$ cat src/rtl/dpram_arb_pkg.sv
// Shared types and defaults for the dpram port-A arbiter.
// Pulled in by dpram_port_arbiter and rr_arb2.
package dpram_arb_pkg;

  localparam int AW_DEF    = 8;
  localparam int DW_DEF    = 8;
  localparam int DEPTH_DEF = 8;

  localparam logic READ  = 1'b0;
  localparam logic WRITE = 1'b1;

  typedef logic req_id_t;

  typedef struct packed {
    logic    valid;
    req_id_t id;
  } pend_t;

endpackage

$ cat src/rtl/rr_arb2.sv
// Two-input round-robin winner select.
// The pointer moves past the winner only on cycles where hold is low.
module rr_arb2
  import dpram_arb_pkg::*;
(
  input  logic    clk,
  input  logic    rst,
  input  logic    req0,
  input  logic    req1,
  input  logic    hold,
  output logic    win_vld,
  output req_id_t win_id
);

  req_id_t rr_ptr;

  always_comb begin
    win_vld = req0 | req1;
    win_id  = 1'b0;
    if (req0 && req1) win_id = rr_ptr;
    else if (req1)    win_id = 1'b1;
  end

  always_ff @(posedge clk) begin
    if (rst)                   rr_ptr <= 1'b0;
    else if (win_vld && !hold) rr_ptr <= ~win_id;
  end

endmodule

$ cat src/rtl/dpram_port_arbiter.sv
// Round-robin sharing of dpram port A between two requesters, with fixed 3-cycle read return.
// Optional DPRAM_ARB_ADDR_CHECK_EN adds an err pulse and suppresses out-of-range accesses.
module dpram_port_arbiter
  import dpram_arb_pkg::*;
#(
  parameter int AW    = AW_DEF,
  parameter int DW    = DW_DEF,
  parameter int DEPTH = DEPTH_DEF
) (
  input  logic          clk,
  input  logic          rst,
  input  logic          req0,
  input  logic          req1,
  input  logic          we0,
  input  logic          we1,
  input  logic [AW-1:0] addr0,
  input  logic [AW-1:0] addr1,
  input  logic [DW-1:0] wdata0,
  input  logic [DW-1:0] wdata1,
  output logic          gnt0,
  output logic          gnt1,
  output logic          rvalid0,
  output logic          rvalid1,
  output logic [DW-1:0] rdata,
  output logic [AW-1:0] ram_addr,
  output logic [DW-1:0] ram_din,
  output logic          ram_we,
  input  logic [DW-1:0] ram_dout
`ifdef DPRAM_ARB_ADDR_CHECK_EN
  ,
  output logic          err
`endif
);

  if (DEPTH < 1 || DEPTH > (1 << AW)) begin : g_depth_chk
    $error("DEPTH does not fit in the AW-bit address space");
  end

  logic          win_vld;
  req_id_t       win_id;
  logic          win_we;
  logic [AW-1:0] win_addr;
  logic [DW-1:0] win_wdata;
  logic          busy;
  logic          issue;
  logic          hold;
  logic          oor;
  logic [AW-1:0] addr_q;
  pend_t         pend_p0;
  pend_t         pend_p1;

  rr_arb2 u_arb (
    .clk     (clk),
    .rst     (rst),
    .req0    (req0),
    .req1    (req1),
    .hold    (hold),
    .win_vld (win_vld),
    .win_id  (win_id)
  );

  assign win_we    = win_id ? we1    : we0;
  assign win_addr  = win_id ? addr1  : addr0;
  assign win_wdata = win_id ? wdata1 : wdata0;

  // A write freezes the RAM read pipeline, so it waits until no read is in flight.
  assign busy  = pend_p0.valid | pend_p1.valid;
  assign issue = win_vld & ~rst & ((win_we == READ) | ~busy);
  assign hold  = ~issue;

`ifdef DPRAM_ARB_ADDR_CHECK_EN
  assign oor = ({1'b0, win_addr} >= (AW+1)'(DEPTH));
  assign err = issue & oor;
`else
  assign oor = 1'b0;
`endif

  assign gnt0     = issue & ~win_id;
  assign gnt1     = issue &  win_id;
  assign ram_we   = issue & (win_we == WRITE) & ~oor;
  assign ram_addr = issue ? win_addr  : addr_q;
  assign ram_din  = issue ? win_wdata : '0;

  always_ff @(posedge clk) begin
    if (rst) begin
      addr_q  <= '0;
      pend_p0 <= '0;
      pend_p1 <= '0;
      rvalid0 <= 1'b0;
      rvalid1 <= 1'b0;
      rdata   <= '0;
    end else begin
      if (issue) addr_q <= win_addr;
      // p0: read issued last cycle; p1: ram_dout valid now; then rvalid/rdata register
      pend_p0 <= {issue & (win_we == READ) & ~oor, win_id};
      pend_p1 <= pend_p0;
      rvalid0 <= pend_p1.valid & ~pend_p1.id;
      rvalid1 <= pend_p1.valid &  pend_p1.id;
      if (pend_p1.valid) rdata <= ram_dout;
    end
  end

  always_ff @(posedge clk) begin
    if (!rst) assert (!(ram_we && busy));
  end

endmodule

$ cat config.mk
export PLATFORM = sky130hd
export DESIGN_NAME = dpram_port_arbiter
export DESIGN_NICKNAME = d
export VERILOG_FILES = /design/src/rtl/dpram_arb_pkg.sv /design/src/rtl/rr_arb2.sv /design/src/rtl/dpram_port_arbiter.sv
export SDC_FILE = /design/constraint.sdc
export NUM_CORES = 1
export LEC_CHECK = 0
export ABC_AREA = 1
export CAP_MARGIN = 20
export CELL_PAD_IN_SITES_DETAIL_PLACEMENT = 1
export CELL_PAD_IN_SITES_GLOBAL_PLACEMENT = 1
export CORE_AREA = 8 8 81 83
export DETAILED_ROUTE_END_ITERATION = 8
export DIE_AREA = 0 0 89 91
export PLACE_DENSITY_LB_ADDON = 0.1
export SLEW_MARGIN = 25
export SYNTH_ARGS = -nofsm -noshare
export SYNTH_HDL_FRONTEND = slang
export SYNTH_SLANG_ARGS = --single-unit
$ cat constraint.sdc
create_clock -name clk -period 1.57 [get_ports clk]
set_clock_uncertainty 0.1 [all_clocks]
set_input_delay 0.157 -clock clk [delete_from_list [all_inputs] [get_ports clk]]
set_output_delay 0.157 -clock clk [all_outputs]
set_load 0.02 [all_outputs]
Word level (Yosys, flattened, before mapping)
Index checks and enable logic that the tools add are counted.

operators by class
  bitwise operators = 16
  reduce and logical (&&, ||, !) cells = 2
  multiplexer cells = 7

operators by type and width
  cell               count
  2-to-1 mux 8 bit   4
  AND 1 bit          8
  NOT 1 bit          5
  2-to-1 mux 1 bit   3
  OR 1 bit           3
  logical AND 1 bit  2

word-level totals
  output and inout port bits = 29
  word-level logic and storage cells = 34
  bits in registers = 23
  input bits = 46

Longest topological paths before layout
Gate-level depths: netlist of the first run.

  depth in word-level cells = 7
  mapped depth = 9
  mapped depth without buffers = 9

Cells and area by module
From an unflattened synthesis of the first run, not the netlist that was laid out.

second synthesis, totals
  cells, all modules = 185
  area, all modules = 1249.9 µm²

modules (own cells, without submodules)
  module              seq. area each (µm²)  times used  area each (µm²)  cells an instance
  dpram_port_arbiter  440.4                 1           1182.4           176
  rr_arb2             20.0                  1           67.6             9

Worst setup path after synthesis of the first run
OpenSTA, ideal clock, no wires.

  path kind = register to output
  from = register u_arb.rr_ptr
  to = output port gnt0
  arrival = 1.173 ns
  data required time = 1.313 ns
  cell stages (with the launch flop) = 9
  slack = 0.140 ns
  buffers on the path = 1
  cells stage by stage = dfxtp_1 inv_1 nand2_2 buf_6 nand3_4 nand3_4 nand2_4 inv_4 nor2_1

on the way
  word-level cells in the longest chain between the ends = 6
  elaborated cells on any way between the ends = 7
  those cells by class = 2 x mux; 5 x bitwise

RTL lines
  item                    RTL line                  source
  start, declared         rr_arb2.sv:15             req_id_t rr_ptr;
  start signal, assigned  rr_arb2.sv:26             else if (win_vld && !hold) rr_ptr <= ~win_id;
  2-to-1 mux 1 bit *      rr_arb2.sv:20             if (req0 && req1) win_id = rr_ptr;
  2-to-1 mux 1 bit        dpram_port_arbiter.sv:62  assign win_we = win_id ? we1 : we0;
  NOT 1 bit               dpram_port_arbiter.sv:68  assign issue = win_vld & ~rst & ((win_we == READ) | ~busy);
  OR 1 bit                dpram_port_arbiter.sv:68
  AND 1 bit               dpram_port_arbiter.sv:68
  AND 1 bit *             dpram_port_arbiter.sv:78  assign gnt0 = issue & ~win_id;
  end, declared           dpram_port_arbiter.sv:20  output logic gnt0,

Mark *: on every way between the ends. The rest lies on a longest branch, timed or not.

Worst setup path in the final report of the first run
  from = register u_arb.rr_ptr
  to = output port ram_addr[2]

on the way
  word-level cells in the longest chain between the ends = 6
  elaborated cells on any way between the ends = 7
  those cells by class = 4 x mux; 3 x bitwise

RTL lines
  item                RTL line                  source
  2-to-1 mux 1 bit *  rr_arb2.sv:20
  2-to-1 mux 1 bit    dpram_port_arbiter.sv:62
  NOT 1 bit           dpram_port_arbiter.sv:68
  OR 1 bit            dpram_port_arbiter.sv:68
  AND 1 bit           dpram_port_arbiter.sv:68
  2-to-1 mux 8 bit *  --
  end, declared       dpram_port_arbiter.sv:25  output logic [AW-1:0] ram_addr,

Marked as above.

==> results of run 1 <==
==> worst min-delay path: stages (launching register included) <==
cell     delay, ps
dfxtp_1        310
inv_1           50
nor2_1          30
==> per-layer routing <==
metal | wire length, µm | part of all wire | vias to the layer above
li1 | - | - | 767
met3 | 307 | 0.065 | 4
met5 | 0 | 0 | -
met1 | 2150 | 0.45 | 707
met4 | 76 | 0.016 | 0
met2 | 2220 | 0.47 | 48
==> registers in the layout, summed over array words and instances (netlist names) <==
signal        count
addr_q            8
pend_p0           2
pend_p1           2
rdata             8
rvalid0           1
rvalid1           1
u_arb.rr_ptr      1
==> cell usage after synthesis <==
cell	instances
nand2_1	46
nand3_1	24
dfxtp_1	23
nor2_1	23
a21oi_2	9
a21oi_1	8
inv_1	8
o21ai_0	8
buf_6	5
nand3_4	3
nand2_2	2
nand3_2	2
buf_4	1
clkbuf_1	1
clkinv_2	1
inv_2	1
inv_4	1
nand2_4	1
nor2_2	1
nor2_8	1
nor3_1	1
==> power by group <==
part | total (mW) | internal, mW | switching (mW)
Clock | 0.370 | 0.177 | 0.193
Sequential | 0.636 | 0.618 | 0.0172
Combinational | 0.765 | 0.385 | 0.380
==> cells in the final DEF (no fill, tap or decap), types with 2 or more instances in the layout <==
cell type        instances
inv_1                    7
a21oi_4                  3
dlygate4sd2_1            3
buf_6                   22
dfxtp_1                 22
nor2_4                   2
o21ai_0                  8
nand2_4                  4
clkdlybuf4s50_1         52
nand3_2                 11
nand3_1                  9
nand3_4                  9
clkinv_2                 2
nand2_2                  9
nand2_1                 35
nor2_1                  22
a21oi_1                  6
a21oi_2                  8
clkbuf_8                 3
buf_4                   31
==> cells by family (layout without fill, tap and decap cells) <==
group	after synthesis	count (layout)	share of synthesized area
compound gates	25	25	0.128
simple gates	104	104	0.409
buf+inv	18	125	0.0909
flops	23	23	0.372
==> worst paths after layout <==
check | start | endpoint | slack (ps) | cells after the start
max | u_arb.rr_ptr$_SDFFE_PP0P_ | ram_addr[2] | -170 | 9
min | pend_p0[0]$_SDFF_PP0_ | pend_p1[0]$_SDFF_PP0_ | 320 | 2
max reg2reg | u_arb.rr_ptr$_SDFFE_PP0P_ | addr_q[5]$_SDFF_PP0_ | 50 | 9
min reg2reg | pend_p0[0]$_SDFF_PP0_ | pend_p1[0]$_SDFF_PP0_ | 320 | 2
==> cell type report <==
class | instances | area, µm²
timing repair inverter | 1 | 8.76
clock buffer | 3 | 41.3
fill | 652 | 2750
multi-input combinational | 129 | 885
inverter | 11 | 52.6
timing repair buffer | 109 | 1050
tap | 72 | 90.1
clock inverter | 1 | 5.00
sequential | 23 | 462
==> stage by stage <==
stage	TNS [ps]	worst slack [ps]	utilization	std cells
final	-2880	-175	0.485	349
after global routing	-4700	-271	0.485	349
after global placement	-15150	-755	0.409	333
after floorplan	0	140	-	170
after detailed placement	-15570	-769	0.409	333
after CTS	-3100	-189	0.474	347
==> timing repair <==
item,CTS,global route
endpoints found under the setup margin,19,20
hold buffers,0,0
resized for setup,161,10
setup buffers,9,2
cloned,1,0
pin swaps,11,5
==> summary.txt, run 1 <==
Setup path
  – Crit end category: output pin
  – CP Max Fanout: 8
  – Crit path buffers/inverters: 3
  – Critical-path cell list: inv_2 -> nand2_4 -> nand2_4 -> buf_6 -> nand2_4 -> nand3_4 -> nand3_2 -> nand2_2 -> buf_6
  – Crit path required time: 1310 ps
  – Max incr delay on CP: 350 ps
  – Slowest stage cell on the critical path: dfxtp_2
  – Critical path class: flop to output pin
  – Worst EP arrival: 1490 ps
  – Most frequent CP cell: nand2_4
  – Largest delay share family, worst path: simple AND/OR/NAND/NOR gates
  – CP Launch Type: flop

Floorplan
  – Core Region: 5340 µm²
  – Die area: 8100 µm²
  – Die Y-Extent: 91 µm
  – Ports: 75
  – Starting density of the core: 0.232
  – Die width: 89 µm
  – Cell row count: 27

Layout
  – N_diodes: 0
  – Design Area, Final: 2590 µm²
  – Post-layout nets: 324
  – Area grow syn2layout: 109%
  – Share of cells above drive strength 1: 0.404

Timing
  – Share of the cycle needed by the critical path after routing: 1.11
  – Slew HR: 0.792
  – Max-slew violation count: 0
  – Fin crit period: 1740 ps
  – Hold slack: 321 ps
  – Final Worst Setup Slack: -175 ps
  – RSZ-0062 raised after global routing: true
  – Fmax: 573 MHz
  – Final hold vios: 0
  – Worst-Margin Slew: 312 ps
  – Final number of setup-violating endpoints: 19

Placement
  – Gpl congestion: 0.736
  – PortBufs: 74
  – Total placed instance area: between 2000 and 2500 µm²
  – DP HPWL: between 3000 and 4000 µm

Synthesis
  – Synth Instances: 170
  – Synthesized area per cell: 7.29 µm²
  – Share of the synthesized area in the top cell type: 0.372
  – Synth area leaders: dfxtp_1 (37%), nand2_1 (14%), nand3_1 (9.7%)
  – Mapped cell area: 1240 µm²
  – Yosys reg bits: 23
  – YS warnings: 0
  – Seq/Total Area, Yosys: 0.372
  – Netlist cell types: 21
  – Post-synthesis net count: 216
  – Post-synth top area cell: dfxtp_1

Global routing
  – GR Layer Usage met2: 0.192
  – Vias in the first global route: 1,645
  – M1 GR Usage: 0.150
  – Initial antenna violation count: 0
  – Largest net degree at the start of global routing: 15
  – First-pass GRT wire length: 7770 µm
  – Total grt overflow: 0
  – Total GRT Usage: 0.120
  – Met3 GRT Util: 0.0324
  – Most used routing layer in global routing: met2

Pwr
  – Pwr dens: between 600 and 700 nW/µm²
  – Maximum vdd ir drop: between 0.3 and 0.4 mV
  – Leakage Power: 1.12 nW
  – Total power: between 1.5 and 2 mW

CTS
  – Worst-Skew Late Latency: 260 ps
  – CTS root buf: clkbuf_8
  – Clock Path Buffers: 2
  – # clock sinks: 23
  – Clock-pin slew on the worst setup and hold paths: 80 ps
  – CTS tree: done
  – CTS Buf Count: 3
  – H-tree Lvls: 1

Routing
  – WL final: 4760 µm
  – Post-route DRC: 0
  – Via/cell ratio: roughly 4.4
  – DR iter-0 viols: 34
  – Antenna viol nets, final: 0
  – DRT Pass-1 Iters: 4
  – Average wire per standard cell: 13.6 µm
  – Vias: 1,526

Job
  – Max cap viols: 0

Status
  – Status: complete, but fails checks
  – Failing checks: setup timing

Min path
  – Hold crit path type: flop to flop
Power figures use the tool's default switching activity.
==> run 2: changes to the inputs <==
- CORE_AREA: 8 8 81 83 -> 2 2 75 77
- DIE_AREA: 0 0 89 91 -> 0 0 77 79
- TNS_END_PERCENT: not set -> 5
==> summary.txt, run 2 (synthesis gave the netlist of run 1 again) <==
Pwr
  – Total power: 1.70 mW (-4.0%)
  – Combinational fraction of design power: 0.420 (-0.012)
  – Maximum vdd ir drop: 0.265 mV (-22%)
  – P_sw: 539 µW (-8.6%)
  – Clk network pwr share: 0.206 (-0.003)
  – Pwr dens: 688 nW/µm² (+0.68%)
  – Leakage Power: 1.10 nW (-2.2%)
  – Sw frac: 0.317 (-0.0161)
  – Flop pwr share: 0.373 (+0.014)
  – Int Power: 1.16 mW (-1.7%)

Routing
  – WL final: 4180 µm (-12%)
  – Vias: 1,481 (-2.9%)
  – Post-route DRC: 0 (unchanged)
  – Via/cell ratio: 4.28 (-2.1%)
  – Average wire per standard cell: 12.1 µm (-11%)
  – WL met1: 1860 µm (-14%)
  – DR WL met2: 2070 µm (-6.8%)
  – DRT Pass-1 Iters: 4 (unchanged)
  – Top Metal Used: met4
  – DR iter-0 viols: 24 (-29%)
  – Met3 Routed Length: 190 µm (-38%)
  – Antenna viol nets, final: 0 (unchanged)

CTS
  – H-tree Lvls: 1 (unchanged)
  – Clock-pin slew on the worst setup and hold paths: 80 ps (about the same)
  – CTS root buf: clkbuf_8
  – # clock sinks: 23 (unchanged)
  – CTS Buf Count: 3 (unchanged)
  – Worst-Skew Late Latency: 260 ps (about the same)
  – Clock Path Buffers: 2 (unchanged)
  – CTS tree: done

Floorplan
  – Die width: 77 µm (-13%)
  – Cell row count: 27 (unchanged)
  – Core Region: 5340 µm² (unchanged)
  – Ports: 75 (unchanged)
  – Die area: 6080 µm² (-25%)
  – Starting density of the core: 0.232 (unchanged)
  – Die Y-Extent: 79 µm (-13%)

Placement
  – PortBufs: 74 (unchanged)
  – Place WS: -748 ps (+21.1 ps)
  – DP HPWL: 3170 µm (-13%)
  – Total placed instance area: 2170 µm² (-0.69%)
  – Gpl congestion: 0.722 (-1.9%)

Layout
  – Largest registers: addr_q x8, rdata x8
  – Most common cell after layout, fill and taps aside: clkdlybuf4s50_1
  – Fillers: 670 (+2.8%)
  – Post-layout util: 0.463 (-0.0225)
  – Most frequent cells in the layout: clkdlybuf4s50_1 (52), nand2_1 (38), buf_4 (30)
  – Share of cells above drive strength 1: 0.372 (-0.0321)
  – Area grow syn2layout: 99.5%
  – Design Area, Final: 2470 µm² (-4.6%)
  – Post-layout nets: 321 (-0.93%)
  – N_diodes: 0 (unchanged)

Timing
  – RSZ-0062 raised after global routing: true
  – Max-slew violation count: 0 (unchanged)
  – Share of the cycle needed by the critical path after routing: 1.11 (-0.00395)
  – Worst-Margin Slew: 288 ps (-24.4 ps)
  – Final Worst Setup Slack: -169 ps (+6.21 ps)
  – Final hold vios: 0 (unchanged)
  – Fin crit period: 1740 ps (-6.21 ps)
  – Final number of setup-violating endpoints: 19 (unchanged)
  – Fmax: 575 MHz (+0.36%)
  – Slew HR: 0.808 (+0.0163)

Setup path
  – Max incr delay on CP: 330 ps (-20 ps)
  – Reg2reg path depth: 10 (+1)
  – Crit path buffers/inverters: 4 (+1)
  – R2r setup slk: 90 ps (+40 ps)
  – Largest delay share family, worst path: simple AND/OR/NAND/NOR gates
  – Crit path to: ram_din[7]
  – R2R Path End: addr_q[1]$_SDFF_PP0_
  – Crit end category: output pin
  – Stages on the worst setup path: 9 (unchanged)
  – Worst setup path start: u_arb.rr_ptr$_SDFFE_PP0P_
  – CP Launch Type: flop
  – Critical path class: flop to output pin
  – Reg2reg start: u_arb.rr_ptr$_SDFFE_PP0P_
  – Slowest stage cell on the critical path: dfxtp_2
  – CP Max Fanout: 7 (-1)
  – Most frequent CP cell: nand3_4
  – Critical-path cell list: inv_2 -> nand2_4 -> buf_6 -> nand3_4 -> nand3_4 -> nand2_8 -> inv_6 -> a21oi_2 -> buf_4
  – Crit path required time: 1310 ps (about the same)
  – Worst EP arrival: 1480 ps (about the same)

Status
  – Failing checks: setup timing
  – Status: complete, but fails checks

Global routing
  – Total grt overflow: 0 (unchanged)
  – Total GRT Usage: 0.147 (+0.0268)
  – First-pass GRT wire length: 7270 µm (-6.5%)
  – Largest net degree at the start of global routing: 15 (unchanged)
  – Vias in the first global route: 1,582 (-3.8%)
  – Initial antenna violation count: 0 (unchanged)

Min path
  – Hold-critical path depth: 2 (unchanged)
  – Hold crit path type: flop to flop

Job
  – Max cap viols: 0 (unchanged)
run 2: power groups by stage:
| stage | clock, mW | combinational [mW] | sequential, mW |
|---|---|---|---|
| floorplan | 0 | 0.284 | 0.657 |
| global placement | 0 | 0.610 | 0.644 |
| detailed placement | 0 | 0.615 | 0.644 |
| CTS | 0.365 | 0.689 | 0.633 |
| global route | 0.385 | 0.776 | 0.638 |
| finish | 0.351 | 0.715 | 0.635 |
run 2: worst min path at each step:
stage / startpoint / to / slack (ps)
floorplan: rst / addr_q[4]$_SDFF_PP0_ / 130
global placement: pend_p0[0]$_SDFF_PP0_ / pend_p1[0]$_SDFF_PP0_ / 290
detailed placement: pend_p0[0]$_SDFF_PP0_ / pend_p1[0]$_SDFF_PP0_ / 300
CTS: pend_p0[0]$_SDFF_PP0_ / pend_p1[0]$_SDFF_PP0_ / 320
global route: pend_p0[0]$_SDFF_PP0_ / pend_p1[0]$_SDFF_PP0_ / 340
finish: pend_p0[0]$_SDFF_PP0_ / pend_p1[0]$_SDFF_PP0_ / 310
run 2: what timing repair did:
| item | in CTS | in global routing |
|---|---|---|
| setup buffers | 9 | 1 |
| endpoints found under the setup margin | 19 | 20 |
| gates cloned | 1 | 0 |
| hold buffers | 0 | 0 |
| pin swaps | 6 | 3 |
| gates resized for setup | 136 | 18 |
run 2: layer usage:
metal,global-route usage,up-vias
met5,0,-
met4,0.0482,0
met3,0.0170,4
met2,0.264,50
met1,0.182,668
li1,-,759
run 2: area by class of cell:
cell class              count  area (µm²)  share of cell area
multi-input cells         129         813               0.329
clock buffers               4        45.0              0.0182
well taps                  72        90.1              0.0365
inverters                  11        50.0              0.0203
repair inverters            1        8.76             0.00354
flip-flops and latches     23         462               0.187
repair buffers            106        1000               0.406
run 2: worst register-to-register path, stage by stage (launching register included):
cell and delay, ps:
dfxtp_2 330, inv_2 60, nand2_4 60, nand2_4 90, buf_6 130, nand2_4 50, nand3_4 120, nand3_2 110
buf_4 140, buf_4 120, a21oi_1 120
run 2: per-stage QoR:
step                setup TNS (ps)  hold WS, ps  std cells
finish                       -2790          312        346
detailed placement          -15420          299        331
floorplan                        0          126        170
CTS                          -3080          319        345
global route                 -4490          337        346
global placement            -15010          292        331
